[src/rtl/quant_pack.sv]
`default_nettype none
// ============================================================================
//  Module   : quant_pack
//  Purpose  : Requantizes post-ReLU partial sums to bw-bit activations and
//             packs col of them into one output word with an SRAM address.
//             Supports a flush pulse that emits a partially filled word.
//  Revision : 1.0  initial release
// ============================================================================
module quant_pack #(
   parameter int bw      = 4,
   parameter int psum_bw = 16,
   parameter int col     = 8,
   parameter int addr_bw = 11
) (
   input  logic                      clk,
   input  logic                      reset,
   input  logic signed [psum_bw-1:0] psum_in,
   input  logic                      in_valid,
   output logic                      in_ready,
   input  logic [3:0]                shift,
   input  logic                      flush,
   input  logic                      addr_clr,
   output logic [col*bw-1:0]         out_data,
   output logic                      out_valid,
   input  logic                      out_ready,
   output logic [addr_bw-1:0]        out_addr
);

   // Lane counter needs at least one bit even for a single-lane configuration.
   localparam int LANE_W = (col > 1) ? $clog2(col) : 1;
   localparam logic [LANE_W-1:0]  LAST_LANE = LANE_W'(col - 1);
   localparam logic [psum_bw-1:0] QMAX      = psum_bw'((64'd1 << bw) - 64'd1);

   typedef enum logic [0:0] {
      FILL       = 1'b0,
      FLUSH_PEND = 1'b1
   } state_t;

   state_t                  state;
   logic [LANE_W-1:0]       lane_cnt;
   logic [col-1:0][bw-1:0]  pack_buf;

   logic                    out_free;
   logic                    handshake;
   logic                    lane_last;
   logic                    accept;
   logic [bw-1:0]           q;
   logic [col-1:0][bw-1:0]  buf_with;
   logic [LANE_W-1:0]       lane_after;
   logic                    full_load;
   logic                    flush_req;

   // Negative sums clamp to zero; positive ones are shifted then saturated.
   function automatic logic [bw-1:0] quantize(input logic signed [psum_bw-1:0] p,
                                              input logic [3:0] s);
      logic [psum_bw-1:0] mag;
      logic [bw-1:0]      res;
      mag = $unsigned(p) >> s;
      if (p[psum_bw-1])
         res = '0;
      else if (mag > QMAX)
         res = '1;
      else
         res = mag[bw-1:0];
      return res;
   endfunction

   // The single output slot can take a new word when empty or being drained.
   assign out_free  = !out_valid || out_ready;
   assign handshake = out_valid && out_ready;
   assign lane_last = (lane_cnt == LAST_LANE);

   // Stall only when the last lane would complete a word with nowhere to go,
   // or while a deferred flush is waiting for the output slot.
   assign in_ready  = !reset && (state == FILL) && !(lane_last && !out_free);
   assign accept    = in_valid && in_ready;
   assign q         = quantize(psum_in, shift);

   // Pack buffer and lane count as they look with this cycle's input included.
   always_comb begin
      buf_with   = pack_buf;
      lane_after = lane_cnt;
      if (accept) begin
         buf_with[lane_cnt] = q;
         lane_after         = lane_last ? '0 : lane_cnt + LANE_W'(1);
      end
   end

   // A completed word always wins; a flush only matters if lanes remain filled.
   assign full_load = accept && lane_last;
   assign flush_req = flush && (state == FILL) && (lane_after != '0) && !full_load;

   // Control FSM, pack buffer, output register and address counter.
   always_ff @(posedge clk) begin
      if (reset) begin
         state     <= FILL;
         lane_cnt  <= '0;
         pack_buf  <= '0;
         out_valid <= 1'b0;
         out_data  <= '0;
         out_addr  <= '0;
      end else begin
         // Address advances per consumed word; clearing has priority.
         if (addr_clr)
            out_addr <= '0;
         else if (handshake)
            out_addr <= out_addr + addr_bw'(1);

         // A consumed word vacates the slot unless a new load below refills it.
         if (handshake)
            out_valid <= 1'b0;

         case (state)
            FILL: begin
               if (full_load) begin
                  out_data  <= buf_with;
                  out_valid <= 1'b1;
                  pack_buf  <= '0;
                  lane_cnt  <= '0;
               end else if (flush_req) begin
                  if (out_free) begin
                     out_data  <= buf_with;
                     out_valid <= 1'b1;
                     pack_buf  <= '0;
                     lane_cnt  <= '0;
                  end else begin
                     pack_buf  <= buf_with;
                     lane_cnt  <= lane_after;
                     state     <= FLUSH_PEND;
                  end
               end else begin
                  pack_buf <= buf_with;
                  lane_cnt <= lane_after;
               end
            end
            FLUSH_PEND: begin
               if (out_free) begin
                  out_data  <= pack_buf;
                  out_valid <= 1'b1;
                  pack_buf  <= '0;
                  lane_cnt  <= '0;
                  state     <= FILL;
               end
            end
            default: state <= FILL;
         endcase
      end
   end

endmodule
`default_nettype wire

[config.mk]
export PLATFORM = sky130hd
export DESIGN_NAME = quant_pack
export DESIGN_NICKNAME = d
export VERILOG_FILES = /design/src/rtl/quant_pack.sv
export SDC_FILE = /design/constraint.sdc
export NUM_CORES = 1
export LEC_CHECK = 0
export ABC_AREA = 1
export ABC_CLOCK_PERIOD_IN_PS = 2600
export BUFFER_PORTS_ARGS = -buffer_cell sky130_fd_sc_hd__buf_2
export CAP_MARGIN = 20
export CORE_MARGIN = 2
export CORE_UTILIZATION = 30
export DETAILED_ROUTE_END_ITERATION = 12
export PLACE_DENSITY = 0.54
export SLEW_MARGIN = 15
export SYNTH_ARGS = -nofsm -noshare
export SYNTH_HDL_FRONTEND = slang
export SYNTH_SLANG_ARGS = --single-unit
[constraint.sdc]
create_clock -name clk -period 2.6 [get_ports clk]
set_input_delay 0.52 -clock clk [delete_from_list [all_inputs] [get_ports clk]]
set_output_delay 0.52 -clock clk [all_outputs]
set_load 0.02 [all_outputs]
Word level (Yosys, flattened, before mapping)
Cells that the tools add are included.
Storage, ports and cells
  register bits after elaboration: 80
  input port bits: 26
  output and inout port bits: 45
  word-level logic and storage cells: 75
Operators by class
  add/sub/neg operators: 2
  $lt $le $gt $ge: 3
  equality and inequality tests: 4
  shift operators: 1
  muxes and demuxes: 32
  bitwise gates (word level): 1
  reductions and logical operators: 19
Operators by type and width (count)
  $mux W32: 9
  $pmux W32 S2: 2
  $bwmux W32: 1
  $mux W3: 6
  $gt A16 B4 Y1 const B: 1
  $shr A16 B4 Y16: 1
  $demux W4 S3: 1
  $mux W4: 3
  $add A11 B1 Y11 const B: 1
  $logic_and A1 B1 Y1: 10
  $mux W1: 7
  $ne A3 B3 Y1 const B: 2
  $pmux W3 S2: 1
  $logic_not A1 Y1: 5
  $lt A3 B4 Y1 const B: 1
  $pmux W1 S2: 2
  $add A3 B1 Y3 const B: 1
  $eq A3 B3 Y1 const B: 1
  $ge A3 B1 Y1 const B: 1
  $reduce_and A3 Y1: 1
  $reduce_bool A3 Y1: 1
  $ne A2 B1 Y1 const B: 1
  $reduce_or A2 Y1: 1
  $logic_or A1 B1 Y1: 1
  $not A1 Y1: 1

Longest topological paths before layout
Gate-level depths: netlist of run 1.
  depth after elaboration: 14
  gate-level depth with buffers: 15

Worst setup path after synthesis of run 1
No wires, ideal clock.
  path kind: register to register
  start point: reg lane_cnt[0]
  end point: reg out_data[10]
  arrival: 1840 ps
  data required time: 2457 ps
  slack: 616 ps
  stages on the path, launching flop included: 16
  buffers on the path: 1
  cell sequence: dfxtp_1 ha_1 ha_1 nand2_4 nand2_1 inv_1 nand3_1 nand2_1 inv_1 nand2_4 inv_4 nor2_8 inv_8 buf_8 nand2_2 a21oi_2
Between the ends
  longest elaborated chain between the ends: 11
Ends and longest elaborated chain
  from (decl): line 40  | logic [LANE_W-1:0] lane_cnt;
  from (signal assigned): line 128  | lane_cnt <= lane_after;
  from (signal assigned): line 133  | lane_cnt <= lane_after;
  $eq A3 B3 Y1 *: line 71  | assign lane_last = (lane_cnt == LAST_LANE);
  $logic_and A1 B1 Y1 *: line 75  | assign in_ready = !reset && (state == FILL) && !(lane_last && !out_free);
  $logic_not A1 Y1 *: line 75
  $logic_and A1 B1 Y1 *: line 75
  net in_ready: line 19  | output logic in_ready,
  $logic_and A1 B1 Y1 *: line 76  | assign accept = in_valid && in_ready;
  $mux W3: line 83  | if (accept) begin
  $reduce_bool A3 Y1: line 91  | assign flush_req = flush && (state == FILL) && (lane_after != '0) && !full_load;
  $logic_and A1 B1 Y1 (2 in a row): line 91
  $ne A3 B3 Y1 (no source line)
  $reduce_and A3 Y1 (no source line)
  to (signal assigned): line 116  | out_data <= buf_with;
  to (signal assigned): line 122  | out_data <= buf_with;
  to (signal assigned): line 138  | out_data <= pack_buf;
  to (decl): line 23  | output logic [col*bw-1:0] out_data,
The timed path passes the listed nets; every way through them passes the cells marked *. The select of a mux whose other input is x is not followed.
A chain may end at the register's enable or synchronous reset.

Worst setup path after layout of run 1
  start point: reg lane_cnt[1]
  end point: reg pack_buf[21] (netlist name)
Between the ends
  longest elaborated chain between the ends: 12
Ends and longest elaborated chain
  branches (longest 10 deep; another with $lt A3 B4 Y1)
  $mux W32 *: line 115  | if (full_load) begin
  $pmux W32 S2 *: line 113  | case (state)
  to (signal assigned): line 127  | pack_buf <= buf_with;
  to (signal assigned): line 132  | pack_buf <= buf_with;
  to (decl): line 41  | logic [col-1:0][bw-1:0] pack_buf;
Every way passes the cells marked *.

==> results.ini, run 1 <==
[clock_network]
clock-sinks = 80
cts_setup_buffers = 0
clock_latency_ps = 330
clockBufferDepth = 2
tritoncts.num_buffers = 9
ctsHtreeMaxLevel = 3
clock-root-buffer = clkbuf_16
hold_bufs_inserted_after_cts = 0
clk_pin_slew_worst_paths_ps = 50
cts.repair.resized = 0
tritoncts = done

[worst_setup_path]
timing.critical_path.required_ps = 2860
path_cells = ha_1, ha_1, nand2_4, nand3_4, o21ai_1, nand3_2, nand2_2, nand2_4, o21ai_4, nand3_1, a21oi_1
r2r.worst_path.cells = 11
worst-r2r-setup-slack_ps = 240
critical_path.startpoint_type = register
cp_max_fo = 35
worst_r2r_startpoint = lane_cnt[1]
crit_path_max_incr_delay_ps = 360
crit_path_top_delay_cell = dfxtp_1
worst_setup_path_startpoint = lane_cnt[1]
crit_path_buf_inv_count = 0
crit_path_class = reg -> reg
regToRegEndpoint = pack_buf[21]
timing.critical_path.max_delay_family = compound AO/OA/AOI/OAI gates
critical_path.endpoint_type = register
arrival_ps = 2610
cp.depth = 11

[timing]
final.setup_skew_ps = 5.667
rsz0062_at_grt = false
hold_viol_final = 0
setup_viol_count_final = 0
min_period_over_period = 0.9066
setup-tns-final_ps = 0
slew_headroom = 0.3404
slew_viol_final = 0
worst-slew-pin-transition_ps = 985.7
timing.fmax_ghz = 0.4242
holdWs_ps = 448.1
min_period_ps = 2357

[floorplanning]
initial_util = 0.3038
floorplan.die.height_um = 124.6
floorplan.core_area_sq_mm = 0.01437
die_w_um = 124.6
area_of_the_die_sq_mm = 0.01553
io_pins = 71
core.rowCount = 44

[logic_synthesis]
syn-num-nets = 636
synth.top_cells.by_count = 147 x nand2_1, 103 x nand3_1, 80 x dfxtp_1, 46 x a21oi_1, 38 x inv_1
yosys_warnings = 0
post_synth.cell_area_avg_sq_um = 7.192
synthesis.area_sq_mm = 0.004365
post_synth_num_cell_types = 34
post_synthesis_instance_total = 607
synthDominantAreaCellType = dfxtp_1
synth_async_reset_ratio = 0
ys_seq_elements = 80
synth_edf_count = 0
synth_area_leaders = dfxtp_1 37%, nand2_1 13%, nand3_1 12%, a21oi_2 6.0%, a21oi_1 5.3%
synth.yosys.seq_area_share = 0.3669
synth_top_cell_area_share = 0.3669
ys.flop_type = dfxtp_1
synth.most_common_cell = nand2_1

[placement]
place.detailed.hpwl_um = 7381
place.gp.congestion = 0.8070
port_buffers = 70

[final_layout]
synth_to_final_area_change_pct = 15.33
insertedDiodeCount = 0
post_layout_nets = 695
layout_fillers = 1541
layout_cell_share_with_drive_strength_beyond_1 = 0.2904

[power_and_ir_drop]
power_frac_comb = 0.145
net-switching-power_uw = 754.6
pd_cells_mw_per_mm2 = 546.0
switching_fraction_of_total_power = 0.2745
internal_power_mw = 1.994
clkPwrFrac = 0.396
leakagePower_nw = 2.077
max-vdd-ir-drop_mv = 0.3007
power.sequential.fraction = 0.458

[hold_path]
hold-path-endpoint = out_addr[10]
worst_hold_startpoint = out_addr[10]
worst_hold_path.num_cells = 1
min_path_type = reg -> reg

[detailed_routing]
vias = 4055
detail-route-antenna-nets = 0
avgRoutedWirePerCell_um = 12.50
detail_route.first_pass.iterations = 4
route.detailed.vias_per_inst = 4.759
detailedRoute.firstIterationViolations = 243
totalWireLength_um = 10650
drt_drc = 0

[global_routing]
pin_count_of_the_biggest_net_entering_global_routing = 71
vias_in_the_first_global_route = 3858
first_pass_grt_wire_length_um = 17800
grt_util_all_layers = 0.1376
gr-total-overflow = 0
antenna_found_initial = 0

[outcome]
outcome = finished clean

[job]
max_cap_viol_count = 0

how the worst max path moves through the flow:
stage,endpoint,slack (ps)
2_1_floorplan,out_data[10],620
3_3_place_gp,out_data[22],230
3_5_place_dp,pack_buf[25],190
4_1_cts,pack_buf[21],250
5_1_grt,pack_buf[14],20
6_report,pack_buf[21],240
flip-flops by register name, summed over array words and instances (netlist names):
signal	flops
pack_buf	32
out_addr	11
lane_cnt	3
out_valid	1
out_data	32
state	1
cells by family (layout without fill, tap and decap cells):
logic type / Yosys count / count (layout) / share of synthesized area
adders and majority gates: 3 / 3 / 0.008599
and+or+nand+nor: 355 / 355 / 0.3924
AOI/OAI and AO/OA: 102 / 102 / 0.1490
DFF: 80 / 80 / 0.3669
buffers and inverters: 67 / 128 / 0.08312
stage by stage:
stage	setup WS [ps]	power, mW	cell area (sq um)	cells	utilization
CTS	253.8	2.786	5035	852	0.3504
detailed placement	188.9	1.692	4792	839	0.3335
floorplan	616.5	1.621	4365	607	-
global placement	229.5	1.684	4792	839	0.3335
global route	21.44	2.883	5035	852	0.3504
finish	242.7	2.749	5035	852	0.3504
area by class of cell:
| class | count | area, sq um | share of cell area |
|---|---|---|---|
| Sequential cell | 80 | 1602 | 0.3181 |
| Inverter | 41 | 163.9 | 0.03255 |
| Timing Repair Buffer | 74 | 392.9 | 0.07803 |
| Tap cell | 184 | 230.2 | 0.04573 |
| Clock inverter | 2 | 10.01 | 0.001988 |
| Multi-Input combinational cell | 460 | 2404 | 0.4774 |
| Clock buffer | 11 | 232.7 | 0.04622 |
worst reg2reg max path: stages, from the launching register on:
cell and delay, ps:
dfxtp_1 360, ha_1 200, ha_1 260, nand2_4 110
nand3_4 100, o21ai_1 230, nand3_2 130, nand2_2 100
nand2_4 70, o21ai_4 360, nand3_1 210, a21oi_1 160
cell usage in the layout (no fill, tap or decap), types with 2 or more instances in the layout:
cell         n
clkbuf_1     2
nand2_4      2
or2_2       32
inv_1       38
nand2_2     35
o21ai_1      4
ha_1         3
nor2_1      26
o21ai_0     14
clkbuf_16    9
o211ai_1     4
buf_2       70
nand2_1    147
a21oi_1     46
nor3_1       2
a21oi_2     30
nor2_8       2
nand3_1    103
clkinv_2     2
dfxtp_1     80
buf_4        3
per-layer routing:
metal | GRT usage | vias up | wire length [um]
li1 | - | 2119 | -
met1 | 0.1762 | 1835 | 5079
met2 | 0.2298 | 84 | 4918
met3 | 0.02706 | 17 | 471
met4 | 0.05023 | 0 | 177
met5 | 0 | - | 0
power by group through the flow:
| stage | clock network, mW | logic [mW] | registers (mW) |
|---|---|---|---|
| 4_1_cts | 1.12 | 0.405 | 1.26 |
| 3_3_place_gp | 0 | 0.397 | 1.29 |
| 5_1_grt | 1.17 | 0.447 | 1.26 |
| 2_1_floorplan | 0 | 0.326 | 1.30 |
| 3_5_place_dp | 0 | 0.404 | 1.29 |
| 6_report | 1.09 | 0.399 | 1.26 |
(Power assumes the default switching activity.)
==> run 2: changes to the inputs <==
--- a/config.mk
+++ b/config.mk
@@ -13,6 +13,7 @@
 export CORE_UTILIZATION = 30
 export DETAILED_ROUTE_END_ITERATION = 12
 export PLACE_DENSITY = 0.54
+export REMOVE_ABC_BUFFERS = 1
 export SLEW_MARGIN = 15
 export SYNTH_ARGS = -nofsm -noshare
 export SYNTH_HDL_FRONTEND = slang
==> run 2 against run 1 <==
Net effect: power up 11%; hold slack worse by 1.4 ps; first-iteration DRC count up 5.3%; register-to-register slack better by 20 ps.
==> results.ini, run 2 (same netlist as run 1, synthesis figures left out) <==
[worst_setup_path]
crit_path_max_incr_delay_ps = 360  ; about the same
timing.critical_path.max_delay_family = simple AND/OR/NAND/NOR gates
crit_path_class = reg -> reg
worst-r2r-setup-slack_ps = 260  ; +20 ps
critical_path.endpoint_type = register
worst_r2r_startpoint = lane_cnt[1]
crit_path_buf_inv_count = 2  ; +2
regToRegEndpoint = out_data[3]
r2r.worst_path.cells = 14  ; +3
arrival_ps = 2610  ; about the same
crit_path_top_delay_cell = dfxtp_1
cp_max_fo = 15  ; -57%
path_cells = ha_1, ha_1, nand2_4, nand3_4, nand2_1, o21ai_1, nand3_2, nand2_2, nand2_4, inv_4, nor2_8, buf_4, nand3_1, a21oi_2
critical_path.startpoint_type = register
timing.critical_path.required_ps = 2870  ; about the same

[floorplanning]
floorplan.core_area_sq_mm = 0.01437  ; unchanged
area_of_the_die_sq_mm = 0.01553  ; unchanged
initial_util = 0.3038  ; unchanged
floorplan.die.height_um = 124.6  ; unchanged
io_pins = 71  ; unchanged
core.rowCount = 44  ; unchanged
die_w_um = 124.6  ; unchanged

[detailed_routing]
avgRoutedWirePerCell_um = 12.67  ; +1.4%
detailedRoute.firstIterationViolations = 256  ; +5.3%
detail-route-antenna-nets = 0  ; unchanged
detail_route.first_pass.iterations = 4  ; unchanged
vias = 4098  ; +1.1%
route.detailed.vias_per_inst = 4.787  ; +0.59%
totalWireLength_um = 10850  ; +1.9%
drt_drc = 0  ; unchanged

[clock_network]
ctsHtreeMaxLevel = 3  ; unchanged
clock-root-buffer = clkbuf_16
cts_setup_buffers = 0  ; unchanged
clock_latency_ps = 340  ; about the same
clk_pin_slew_worst_paths_ps = 70  ; +20 ps
clock-sinks = 80  ; unchanged
tritoncts.num_buffers = 9  ; unchanged
clockBufferDepth = 2  ; unchanged
tritoncts = done
hold_bufs_inserted_after_cts = 0  ; unchanged
cts.repair.resized = 0  ; unchanged

[final_layout]
synth_to_final_area_change_pct = 17.20
layout_cell_share_with_drive_strength_beyond_1 = 0.2976  ; +0.007200
insertedDiodeCount = 0  ; unchanged
final_cell_area_sq_mm = 0.005116  ; +1.6%
final_common_cell = nand2_1
reg_top3 = out_data: 32 flops, pack_buf: 32 flops, out_addr: 11 flops
post_layout_nets = 696  ; +0.14%
most-common-layout-cells = 147 x nand2_1, 103 x nand3_1, 80 x dfxtp_1, 70 x buf_2, 46 x a21oi_1
layout_fillers = 1510  ; -2.0%

[placement]
place.gp.congestion = 0.8701  ; +7.8%
placed_cell_area_sq_mm = 0.004787  ; -0.10%
place.detailed.hpwl_um = 7436  ; +0.74%
port_buffers = 70  ; unchanged

[timing]
final.setup_skew_ps = 10.58  ; +4.912 ps
setup_viol_count_final = 0  ; unchanged
timing.fmax_ghz = 0.4275  ; +0.77%
setup-tns-final_ps = 0  ; unchanged
min_period_ps = 2339  ; -18.09 ps
min_period_over_period = 0.8997  ; -0.006957
slew_headroom = 0.3246  ; -0.01572
worst-slew-pin-transition_ps = 1009  ; +23.50 ps
rsz0062_at_grt = false
hold_viol_final = 0  ; unchanged
slew_viol_final = 0  ; unchanged

[job]
max_cap_viol_count = 0  ; unchanged

[global_routing]
antenna_found_initial = 0  ; unchanged
grt_util_all_layers = 0.1418  ; +0.004190
first_pass_grt_wire_length_um = 18370  ; +3.2%
gr-total-overflow = 0  ; unchanged
pin_count_of_the_biggest_net_entering_global_routing = 71  ; unchanged
vias_in_the_first_global_route = 3910  ; +1.3%

[outcome]
outcome = finished clean

[power_and_ir_drop]
net-switching-power_uw = 813.0  ; +7.7%
clkPwrFrac = 0.455  ; +0.059
switching_fraction_of_total_power = 0.2667  ; -0.007848
leakagePower_nw = 2.116  ; +1.9%
internal_power_mw = 2.236  ; +12%
pd_cells_mw_per_mm2 = 595.9  ; +9.2%
power.sequential.fraction = 0.413  ; -0.045
max-vdd-ir-drop_mv = 0.3231  ; +7.4%
power_frac_comb = 0.132  ; -0.013

[hold_path]
min_path_type = reg -> reg
hold-path-endpoint = out_addr[10]
worst_hold_path.num_cells = 1  ; unchanged
worst_hold_startpoint = out_addr[10]

run 2: changes by cell type in the layout (fill, tap and decap cells not counted), moves of 2 or more:
cell,before,now
clkbuf_1,2,0
inv_6,0,2
buf_4,3,5
bufinv_16,0,2
run 2: worst register-to-register path, stage by stage, from the launching register on:
cell and delay (ps):
dfxtp_1 360, ha_1 210, ha_1 240, nand2_4 100
nand3_4 100, nand2_1 70, o21ai_1 90, nand3_2 110
nand2_2 60, nand2_4 80, inv_4 50, nor2_8 270
buf_4 270, nand3_1 120, a21oi_2 130
run 2: power groups by stage:
| stage | logic [mW] | clock network [mW] | registers [mW] |
|---|---|---|---|
| after floorplan | 0.246 | 0 | 1.30 |
| after global placement | 0.400 | 0 | 1.29 |
| after detailed placement | 0.404 | 0 | 1.29 |
| after CTS | 0.405 | 1.42 | 1.26 |
| after global routing | 0.451 | 1.47 | 1.26 |
| final | 0.402 | 1.39 | 1.26 |
run 2: cell type report:
cell class                      count  area, sq um  share of cell area
Timing Repair Buffer               75        387.9             0.07581
Clock inverter                      6        90.09             0.01761
Tap cell                          184        230.2             0.04500
Sequential cell                    80         1602              0.3130
Multi-Input combinational cell    460         2404              0.4698
Inverter                           41        163.9             0.03204
Clock buffer                       10        239.0             0.04671
run 2: how the worst max path moves through the flow:
| stage | cells after the start | start | to |
|---|---|---|---|
| 2_1_floorplan | 6 | out_valid | lane_cnt[0] |
| 3_5_place_dp | 11 | shift[0] | out_data[3] |
| 3_3_place_gp | 15 | shift[0] | out_data[3] |
| 5_1_grt | 12 | lane_cnt[1] | pack_buf[6] |
| 6_report | 14 | lane_cnt[1] | out_data[3] |
| 4_1_cts | 14 | lane_cnt[1] | out_data[3] |
run 2: through the flow:
| step | hold WS, ps | utilization | power, mW | worst slack [ps] | instances |
|---|---|---|---|---|---|
| floorplan | 434.6 | - | 1.541 | 364.1 | 581 |
| global placement | 435.8 | 0.3332 | 1.686 | 256.2 | 840 |
| detailed placement | 444.5 | 0.3332 | 1.691 | 227.7 | 840 |
| CTS | 455.2 | 0.3561 | 3.086 | 258.5 | 856 |
| global route | 468.7 | 0.3561 | 3.185 | 66.58 | 856 |
| finish | 446.6 | 0.3561 | 3.049 | 260.8 | 856 |
run 2: layer usage:
metal | global-route usage | wire [um] | vias to the layer above
met5 | 0 | 0 | -
met4 | 0.05155 | 136 | 0
met3 | 0.03136 | 481 | 10
met2 | 0.2321 | 5058 | 72
met1 | 0.1833 | 5171 | 1894
li1 | - | - | 2122
